`src/rtl/sd_card_spi.sv`:
```
// rtl/sd_card_spi.sv - SPI mode-0 SD card responder (SDHC) with block reads from a byte-wide memory
// Decodes 6-byte commands, answers CMD0/8/55/ACMD41/58/17 and streams 512-byte blocks.
module sd_card_spi #(
   parameter int ADDR_W     = 24,
   parameter int INIT_POLLS = 2,
   parameter int NAC        = 1
) (
   input  logic              clock,
   input  logic              reset,
   input  logic              spi_cs,
   input  logic              spi_sclk,
   input  logic              spi_mosi,
   output logic              spi_miso,
   output logic [ADDR_W-1:0] mem_addr,
   output logic              mem_rd,
   input  logic [7:0]        mem_q,
   output logic              card_idle,
   output logic [5:0]        last_cmd
);

   localparam int PW    = (INIT_POLLS < 1) ? 1 : $clog2(INIT_POLLS + 1);
   localparam int ARG_W = (ADDR_W - 9 > 8) ? ADDR_W - 9 : 8;

   typedef enum logic [2:0] {RX_CMD, NCR, RESP, GAP, DATA, CRC} state_t;
   state_t state, state_nx;

   logic [1:0]       cs_s, sclk_s, mosi_s;
   logic             sclk_q;
   logic [6:0]       rx_sr;
   logic [2:0]       bit_cnt;
   logic             load;
   logic [7:0]       tx_sr, tx_next, txn_nx;
   logic [9:0]       cnt, cnt_nx;
   logic [5:0]       cmd_r;
   logic [ARG_W-1:0] arg_r;
   logic [7:0]       resp_buf [5];
   logic [2:0]       resp_len;
   logic             app, data_go;
   logic [PW-1:0]    polls;
   logic [9:0]       rd_idx;
   logic             cap;

   logic             active, rise, fall, byte_done, decode;
   logic [7:0]       rx_byte, r1;
   logic [7:0]       dec_b [5];
   logic [2:0]       dec_len;
   logic             idle_nx, app_nx, go_nx;
   logic [PW-1:0]    polls_nx;

   assign active    = ~cs_s[1];
   assign rise      = active & sclk_s[1] & ~sclk_q;
   assign fall      = active & ~sclk_s[1] & sclk_q;
   assign rx_byte   = {rx_sr, mosi_s[1]};
   assign byte_done = rise & (bit_cnt == 3'd7);
   assign spi_miso  = tx_sr[7];
   assign r1        = {7'd0, card_idle};

   // Response and card-state update for the command held in cmd_r/arg_r
   always_comb begin
      for (int k = 0; k < 5; k++) dec_b[k] = 8'h00;
      dec_len  = 3'd1;
      idle_nx  = card_idle;
      app_nx   = 1'b0;
      polls_nx = polls;
      go_nx    = 1'b0;
      case (cmd_r)
         6'd0: begin
            dec_b[0] = 8'h01;
            idle_nx  = 1'b1;
            polls_nx = PW'(INIT_POLLS);
         end
         6'd8: begin
            dec_b[0] = r1;
            dec_b[3] = 8'h01;
            dec_b[4] = arg_r[7:0];
            dec_len  = 3'd5;
         end
         6'd55: begin
            dec_b[0] = r1;
            app_nx   = 1'b1;
         end
         6'd41: begin
            if (!app) begin
               dec_b[0] = r1 | 8'h04;
            end else if (polls != '0) begin
               dec_b[0] = 8'h01;
               polls_nx = polls - PW'(1);
            end else begin
               dec_b[0] = 8'h00;
               idle_nx  = 1'b0;
            end
         end
         6'd58: begin
            dec_b[0] = r1;
            dec_b[1] = 8'hC0;
            dec_b[2] = 8'hFF;
            dec_b[3] = 8'h80;
            dec_len  = 3'd5;
         end
         6'd17: begin
            dec_b[0] = card_idle ? 8'h05 : 8'h00;
            go_nx    = ~card_idle;
         end
         default: dec_b[0] = r1 | 8'h04;
      endcase
   end

   always_comb begin
      state_nx = state;
      cnt_nx   = cnt;
      txn_nx   = 8'hFF;
      decode   = 1'b0;
      if (byte_done) begin
         case (state)
            RX_CMD: begin
               if (cnt != 10'd0 || rx_byte[7:6] == 2'b01) begin
                  if (cnt == 10'd5) begin
                     state_nx = NCR;
                     cnt_nx   = 10'd0;
                  end else begin
                     cnt_nx = cnt + 10'd1;
                  end
               end
            end
            NCR: begin
               decode   = 1'b1;
               txn_nx   = dec_b[0];
               state_nx = RESP;
               cnt_nx   = 10'd1;
            end
            RESP: begin
               if (cnt < 10'(resp_len)) begin
                  txn_nx = resp_buf[cnt[2:0]];
                  cnt_nx = cnt + 10'd1;
               end else begin
                  cnt_nx = 10'd0;
                  if (!data_go) begin
                     state_nx = RX_CMD;
                  end else if (NAC == 0) begin
                     txn_nx   = 8'hFE;
                     state_nx = DATA;
                  end else begin
                     state_nx = GAP;
                  end
               end
            end
            GAP: begin
               if (cnt == 10'(NAC - 1)) begin
                  txn_nx   = 8'hFE;
                  state_nx = DATA;
                  cnt_nx   = 10'd0;
               end else begin
                  cnt_nx = cnt + 10'd1;
               end
            end
            DATA: begin
               // token completion plus 512 data bytes; tx_next already holds prefetched data
               if (cnt == 10'd512) begin
                  state_nx = CRC;
                  cnt_nx   = 10'd0;
               end else begin
                  txn_nx = tx_next;
                  cnt_nx = cnt + 10'd1;
               end
            end
            CRC: begin
               if (cnt == 10'd1) begin
                  state_nx = RX_CMD;
                  cnt_nx   = 10'd0;
               end else begin
                  cnt_nx = cnt + 10'd1;
               end
            end
            default: state_nx = RX_CMD;
         endcase
      end
   end

   always_ff @(posedge clock) begin
      if (reset || !active) state <= RX_CMD;
      else                  state <= state_nx;
   end

   always_ff @(posedge clock) begin
      if (reset) begin
         cs_s      <= 2'b11;
         sclk_s    <= 2'b00;
         mosi_s    <= 2'b00;
         sclk_q    <= 1'b0;
         rx_sr     <= '0;
         bit_cnt   <= '0;
         load      <= 1'b0;
         tx_sr     <= 8'hFF;
         tx_next   <= 8'hFF;
         cnt       <= '0;
         cmd_r     <= '0;
         arg_r     <= '0;
         resp_buf  <= '{default: 8'hFF};
         resp_len  <= 3'd1;
         app       <= 1'b0;
         data_go   <= 1'b0;
         polls     <= PW'(INIT_POLLS);
         card_idle <= 1'b1;
         last_cmd  <= '0;
         mem_rd    <= 1'b0;
         mem_addr  <= '0;
         rd_idx    <= '0;
         cap       <= 1'b0;
      end else begin
         cs_s   <= {cs_s[0], spi_cs};
         sclk_s <= {sclk_s[0], spi_sclk};
         mosi_s <= {mosi_s[0], spi_mosi};
         sclk_q <= sclk_s[1];
         mem_rd <= 1'b0;
         cap    <= mem_rd;
         if (!active) begin
            bit_cnt <= '0;
            load    <= 1'b0;
            tx_sr   <= 8'hFF;
            tx_next <= 8'hFF;
            cnt     <= '0;
            rd_idx  <= '0;
         end else begin
            if (rise) begin
               rx_sr   <= rx_byte[6:0];
               bit_cnt <= bit_cnt + 3'd1;
               if (bit_cnt == 3'd7) load <= 1'b1;
            end
            if (fall) begin
               if (load) begin
                  tx_sr <= tx_next;
                  load  <= 1'b0;
                  // each byte loaded in DATA prefetches the following one
                  if (state == DATA && !rd_idx[9]) begin
                     mem_rd   <= 1'b1;
                     mem_addr <= {arg_r[ADDR_W-10:0], rd_idx[8:0]};
                     rd_idx   <= rd_idx + 10'd1;
                  end
               end else begin
                  tx_sr <= {tx_sr[6:0], 1'b1};
               end
            end
            if (state != DATA) rd_idx <= '0;
            cnt <= cnt_nx;
            if (cap)            tx_next <= mem_q;
            else if (byte_done) tx_next <= txn_nx;
            if (byte_done && state == RX_CMD) begin
               if (cnt == 10'd0)      cmd_r <= rx_byte[5:0];
               else if (cnt <= 10'd4) arg_r <= ARG_W'({arg_r, rx_byte});
            end
            if (decode) begin
               resp_buf  <= dec_b;
               resp_len  <= dec_len;
               card_idle <= idle_nx;
               app       <= app_nx;
               polls     <= polls_nx;
               data_go   <= go_nx;
               last_cmd  <= cmd_r;
            end
         end
      end
   end

endmodule

```
`config.mk`:
```
export PLATFORM = sky130hd
export DESIGN_NAME = sd_card_spi
export DESIGN_NICKNAME = d
export VERILOG_FILES = /design/src/rtl/sd_card_spi.sv
export SDC_FILE = /design/constraint.sdc
export NUM_CORES = 1
export LEC_CHECK = 0
export BUFFER_PORTS_ARGS = -buffer_cell sky130_fd_sc_hd__clkbuf_2
export CORE_MARGIN = 10
export CORE_UTILIZATION = 35
export DETAILED_ROUTE_END_ITERATION = 10
export SLEW_MARGIN = 15
export SYNTH_ARGS = -nofsm -noshare
export SYNTH_HDL_FRONTEND = slang
export SYNTH_SLANG_ARGS = --single-unit
```
`constraint.sdc`:
```
create_clock -name clock -period 2.7 [get_ports clock]
set_input_delay 0.405 -clock clock [delete_from_list [all_inputs] [get_ports clock]]
set_output_delay 0.405 -clock clock [all_outputs]
set_load 0.01 [all_outputs]
```
After elaboration in Yosys (flattened, before gate mapping). Cells that the tools add are included. Widths: inputs -> output; s select.

Register bits: 158. Bits of input ports: 13. Logic and storage cells: 151.

Add/sub/neg operators: 4. Magnitude comparators: 3. Equality and inequality tests: 26. Multiplexer cells: 48. Bitwise logic cells: 13. Reduce and logical (&&, ||, !) cells: 29.

Operators by type and width (count): $mux 8 (9); $pmux 8 s4 (2); $mux 10 (6); $pmux 10 s6 (1); $bmux 8 s3 (1); $mux 3 (8); $add 10x1->10 const B (2); $eq 6x6->1 const B (3); $ne 2x2->1 const B (9); $pmux 3 s6 (1); $mux 16 (1); $pmux 8 s2 (1); $mux 1 (13); $eq 10x1->1 const B (1); $eq 10x10->1 const B (1); $eq 10x3->1 const B (1); $le 10x3->1 const B (1); $logic_not 10->1 (1); $lt 10x3->1 (1); $reduce_and 5->1 (2); $reduce_bool 10->1 (1); $eq 3x3->1 const B (3); $reduce_and 3->1 (3); $reduce_and 4->1 (2); other kinds (27) (49).

Depth between registers and ports, before layout.
Word-level depth: 8. Depth in mapped cells: 10.

Worst setup path before layout. No wires, ideal clock.

Kind: register to register. Start: register cnt[1]. End: register arg_r[10]. Arrival time: 2082 ps. Slack: 490 ps. Stages on the path, launching flop included: 9. Path buffers: 2. Period minus slack after synthesis: 2210 ps. Path through: dfxtp_1 clkbuf_1 inv_1 ha_1 xor2_1 nor4_4 buf_6 mux2i_1 nor2_1.

Longest elaborated chain between the ends: 3. Elaborated cells between the ends (all ways): 4. Those cells by class: 1 x order compare; 1 x bitwise; 2 x reduce/logical.

RTL lines: start, declared (RTL line 33) `logic [9:0] cnt, cnt_nx;`; start signal, assigned (RTL line 244) `cnt <= cnt_nx;`; branches (longest 2 deep; another with $le 10x3->1); $reduce_and 4->1 (no source line) (*); end signal, assigned (RTL line 249) `else if (cnt <= 10'd4) arg_r <= ARG_W'({arg_r, rx_byte});`; end, declared (RTL line 35) `logic [ARG_W-1:0] arg_r;`.

Mark *: on every way between the ends. A chain may end at the register's enable or synchronous reset.

Final worst setup path.
Start: register cnt[0]. End: register tx_next[2].

Longest elaborated chain between the ends: 8. Elaborated cells between the ends (all ways): 12. Those cells by class: 1 x order compare; 2 x eq/ne; 7 x mux; 1 x bitwise; 1 x reduce/logical.

RTL lines: branches (longest 8 deep; another with $lt 10x3->1); end signal, assigned (RTL line 245) `if (cap) tx_next <= mem_q;`; end signal, assigned (RTL line 246) `else if (byte_done) tx_next <= txn_nx;`; end, declared (RTL line 32) `logic [7:0] tx_sr, tx_next, txn_nx;`.

Several ways; the timed one is not identified. The select of a mux whose other input is x is not followed.

==> results.md <==
* Routed wire length at between 10 and 15 mm
* Post-DP HPWL at 9.87 mm
* Clock-pin slew on the worst setup and hold paths at roughly 0.050 ns
* Sequential cell area fraction in the yosys report at 44.8%
* Vias at between 4,000 and 5,000
* Overflow left after global routing at 0
* Register bit count reported by yosys at ~130
* Share of cells above drive strength 1 at 17.6%
* Final Util at between 40% and 50%
* Clk buf depth at 2
* Syn Inst Count at 637
* Final hold vios at 0
* Status: complete, no violations
* Main synth FF type: dfxtp_1
* Tmin final at 2.40 ns
* Crit path kind: reg2reg
* Port Buffers at 45
* Peak Freq at 417 MHz
* Nets at ~700
* Htree depth at 4
* Critical path peak fanout at 14
* Final setup fails at 0
* Most common cell after layout, fill and taps aside: dfxtp_1
* Vias in the first global route at about 4,500
* Worst Tran Pin Value at between 0.8 and 0.9 ns
* RSZ-0062 raised after global routing: no
* Area growth syn-to-layout at 18.9%
* Initial antenna violation count at 0
* Placed insts at 874
* Die W at roughly 150 um
* Library cells used by synthesis at 67
* CORE AREA at between 15,000 and 20,000 um^2
* Gp weighted congestion at ~0.88
* Drt pass-1 iters at 5
* # DRC at 0
* First-pass GRT wire length at around 23 mm
* Vias per inst at approximately 5.2
* Routed Antenna Nets at 0
* Max-Cap Viols at 0
* Pre-CTS WS at 0.316 ns
* Ant. Diodes at 0
* Synth warnings at 0
* CTS tree: yes
* Setup_tns at 0 ns
* Syn_area_per_cell at slightly above 9 um^2
* Largest net degree at the start of global routing at slightly below 90
* Hold-fix buffers at CTS at 0
* Fin cells at between 900 and 1,000
* Crit. End Element: flip-flop
* Setup Skew at ~0.009 ns
* Post-Syn Area at between 5000 and 6000 um^2
* Final worst setup slack at between 0.3 and 0.4 ns
* WP data required at just over 3 ns
* Initial core utilization at a little over a third
* Hold_ws at about 0.18 ns
* Maximum vdd drop at roughly 450 uV
* Die Area at 22,000 um^2
* Post-synth EDFFs at 0
* DR iter-0 viols at 400
* WL per Instance at about 16 um
* I/O pins at 46
* Max_slew headroom at 42.1%
* CTS Buf Count at 17
* Leakage at 2.50 nW
* WP data arrival at 2.72 ns
* Mapped Nets at about 660
* Fin crit share at 88.7%
* Clock root buffer: clkbuf_16
* Hold Path Class: in2reg
* Asr flop ratio synth at 0%
* PD cells at between 600 and 700 nW/um^2
* Final Max Slew Viols at 0
* Worst setup SP type: flip-flop
* All-Layer GR Usage at ~13%
* Site Rows at 46
* Number of clock sinks at between 100 and 150
* Most frequent cells in the layout: 129 x dfxtp_1, 82 x nand2_1, 60 x nor2_1
* Clock latency at the later pin of the worst-skew pair at about 0.41 ns
* Die height at 148 um
## what timing repair did
item,4_1_cts,5_1_grt
endpoints found under the setup margin,0,7
gates resized for setup,0,1
setup buffers,0,0
## routing by layer
| metal | routed length, um | vias to the layer above | track usage, % |
|---|---|---|---|
| met2 | 6370 | 105 | 19.8 |
| met4 | 196 | 0 | 5.35 |
| met3 | 574 | 13 | 3.61 |
| met1 | 6900 | 2254 | 16.9 |
| met5 | 0 | - | 0 |
| li1 | - | 2337 | - |
## where the power goes
part,total [W],internal (W),switching (W)
logic,0.0000452,0.0000146,0.0000306
clock network,0.00247,0.00163,0.000837
registers,0.00191,0.00191,0.00000300
total,0.00443,0.00356,0.000871
## state kept, by name (all words and copies together) (netlist names), 2 cells and up
name / count
mem_addr: 24
arg_r: 15
resp_buf: 13
cnt: 10
rd_idx: 10
tx_next: 8
tx_sr: 8
rx_sr: 7
cmd_r: 6
last_cmd: 6
bit_cnt: 3
state: 3
cs_s: 2
mosi_s: 2
polls: 2
sclk_s: 2
## area by class of cell
| class | count | area [um^2] |
|---|---|---|
| fillers | 1571 | 9150 |
| flip-flops and latches | 129 | 2580 |
| multi-input cells | 456 | 2980 |
| inverters | 14 | 52.6 |
| well taps | 216 | 270 |
| repair buffers | 59 | 330 |
| clock inverters | 13 | 210 |
| clock buffers | 18 | 429 |
## synthesized netlist by cell type (5+ instances only)
| library cell | instances | area (um^2) |
|---|---|---|
| xor2_1 | 8 | 70.1 |
| nor2b_1 | 10 | 62.6 |
| mux2i_1 | 44 | 440 |
| ha_1 | 11 | 138 |
| nand4_1 | 8 | 50.1 |
| or2_2 | 7 | 43.8 |
| dfxtp_1 | 129 | 2580 |
| or3_1 | 5 | 31.3 |
| nor3_2 | 10 | 100 |
| a21oi_1 | 43 | 215 |
| inv_1 | 14 | 52.6 |
| buf_2 | 6 | 30.0 |
| nand3_1 | 9 | 45.0 |
| o21ai_0 | 18 | 90.1 |
| nor3_1 | 8 | 40.0 |
| a221o_1 | 8 | 80.1 |
| o211ai_1 | 11 | 82.6 |
| and3_1 | 10 | 62.6 |
| clkbuf_1 | 27 | 101 |
| nor2_1 | 60 | 225 |
| nand2b_1 | 8 | 50.1 |
| nand2_1 | 82 | 308 |
| nand3b_1 | 6 | 45.0 |
| o22ai_1 | 6 | 37.5 |
| xnor2_1 | 11 | 96.3 |
## worst paths after layout
kind	from	to	slack, ns	depth (start not counted)
hold / removal	spi_cs	cs_s[0]$_SDFF_PP1_	0.18	2
setup reg to reg	cnt[0]$_SDFFE_PP0P_	tx_next[2]$_SDFFE_PP1P_	0.30	7
hold reg to reg	cs_s[0]$_SDFF_PP1_	cs_s[1]$_SDFF_PP1_	0.40	1
setup / recovery	cnt[0]$_SDFFE_PP0P_	tx_next[2]$_SDFFE_PP1P_	0.30	7
## kinds of logic (layout without fill, tap and decap cells)
kind of cell | count (synthesis) | after routing | synth area share [%]
AO/OA/AOI/OAI | 130 | 130 | 15.4
multiplexers | 45 | 45 | 7.84
AND/OR/NAND/NOR | 251 | 251 | 23.0
buffers and inverters | 52 | 104 | 3.65
XOR/XNOR | 19 | 19 | 2.89
flip-flops | 129 | 129 | 44.8
adder cells (fa/ha/maj) | 11 | 11 | 2.39
## critical path: stages (launching register included)
cell	delay [ns]
dfxtp_1	0.44
inv_1	0.20
ha_1	0.24
nor2b_1	0.35
a41oi_1	0.28
o21ai_1	0.46
o22ai_1	0.17
a32oi_1	0.18
## metrics by stage
step / power (W) / instance area (um^2)
6_report: 0.00443 / 6850
4_1_cts: 0.00447 / 6850
2_1_floorplan: 0.00198 / 5760
5_1_grt: 0.00458 / 6850
3_3_place_gp: 0.00200 / 6210
3_5_place_dp: 0.00200 / 6210
Power figures use the tool's default switching activity.
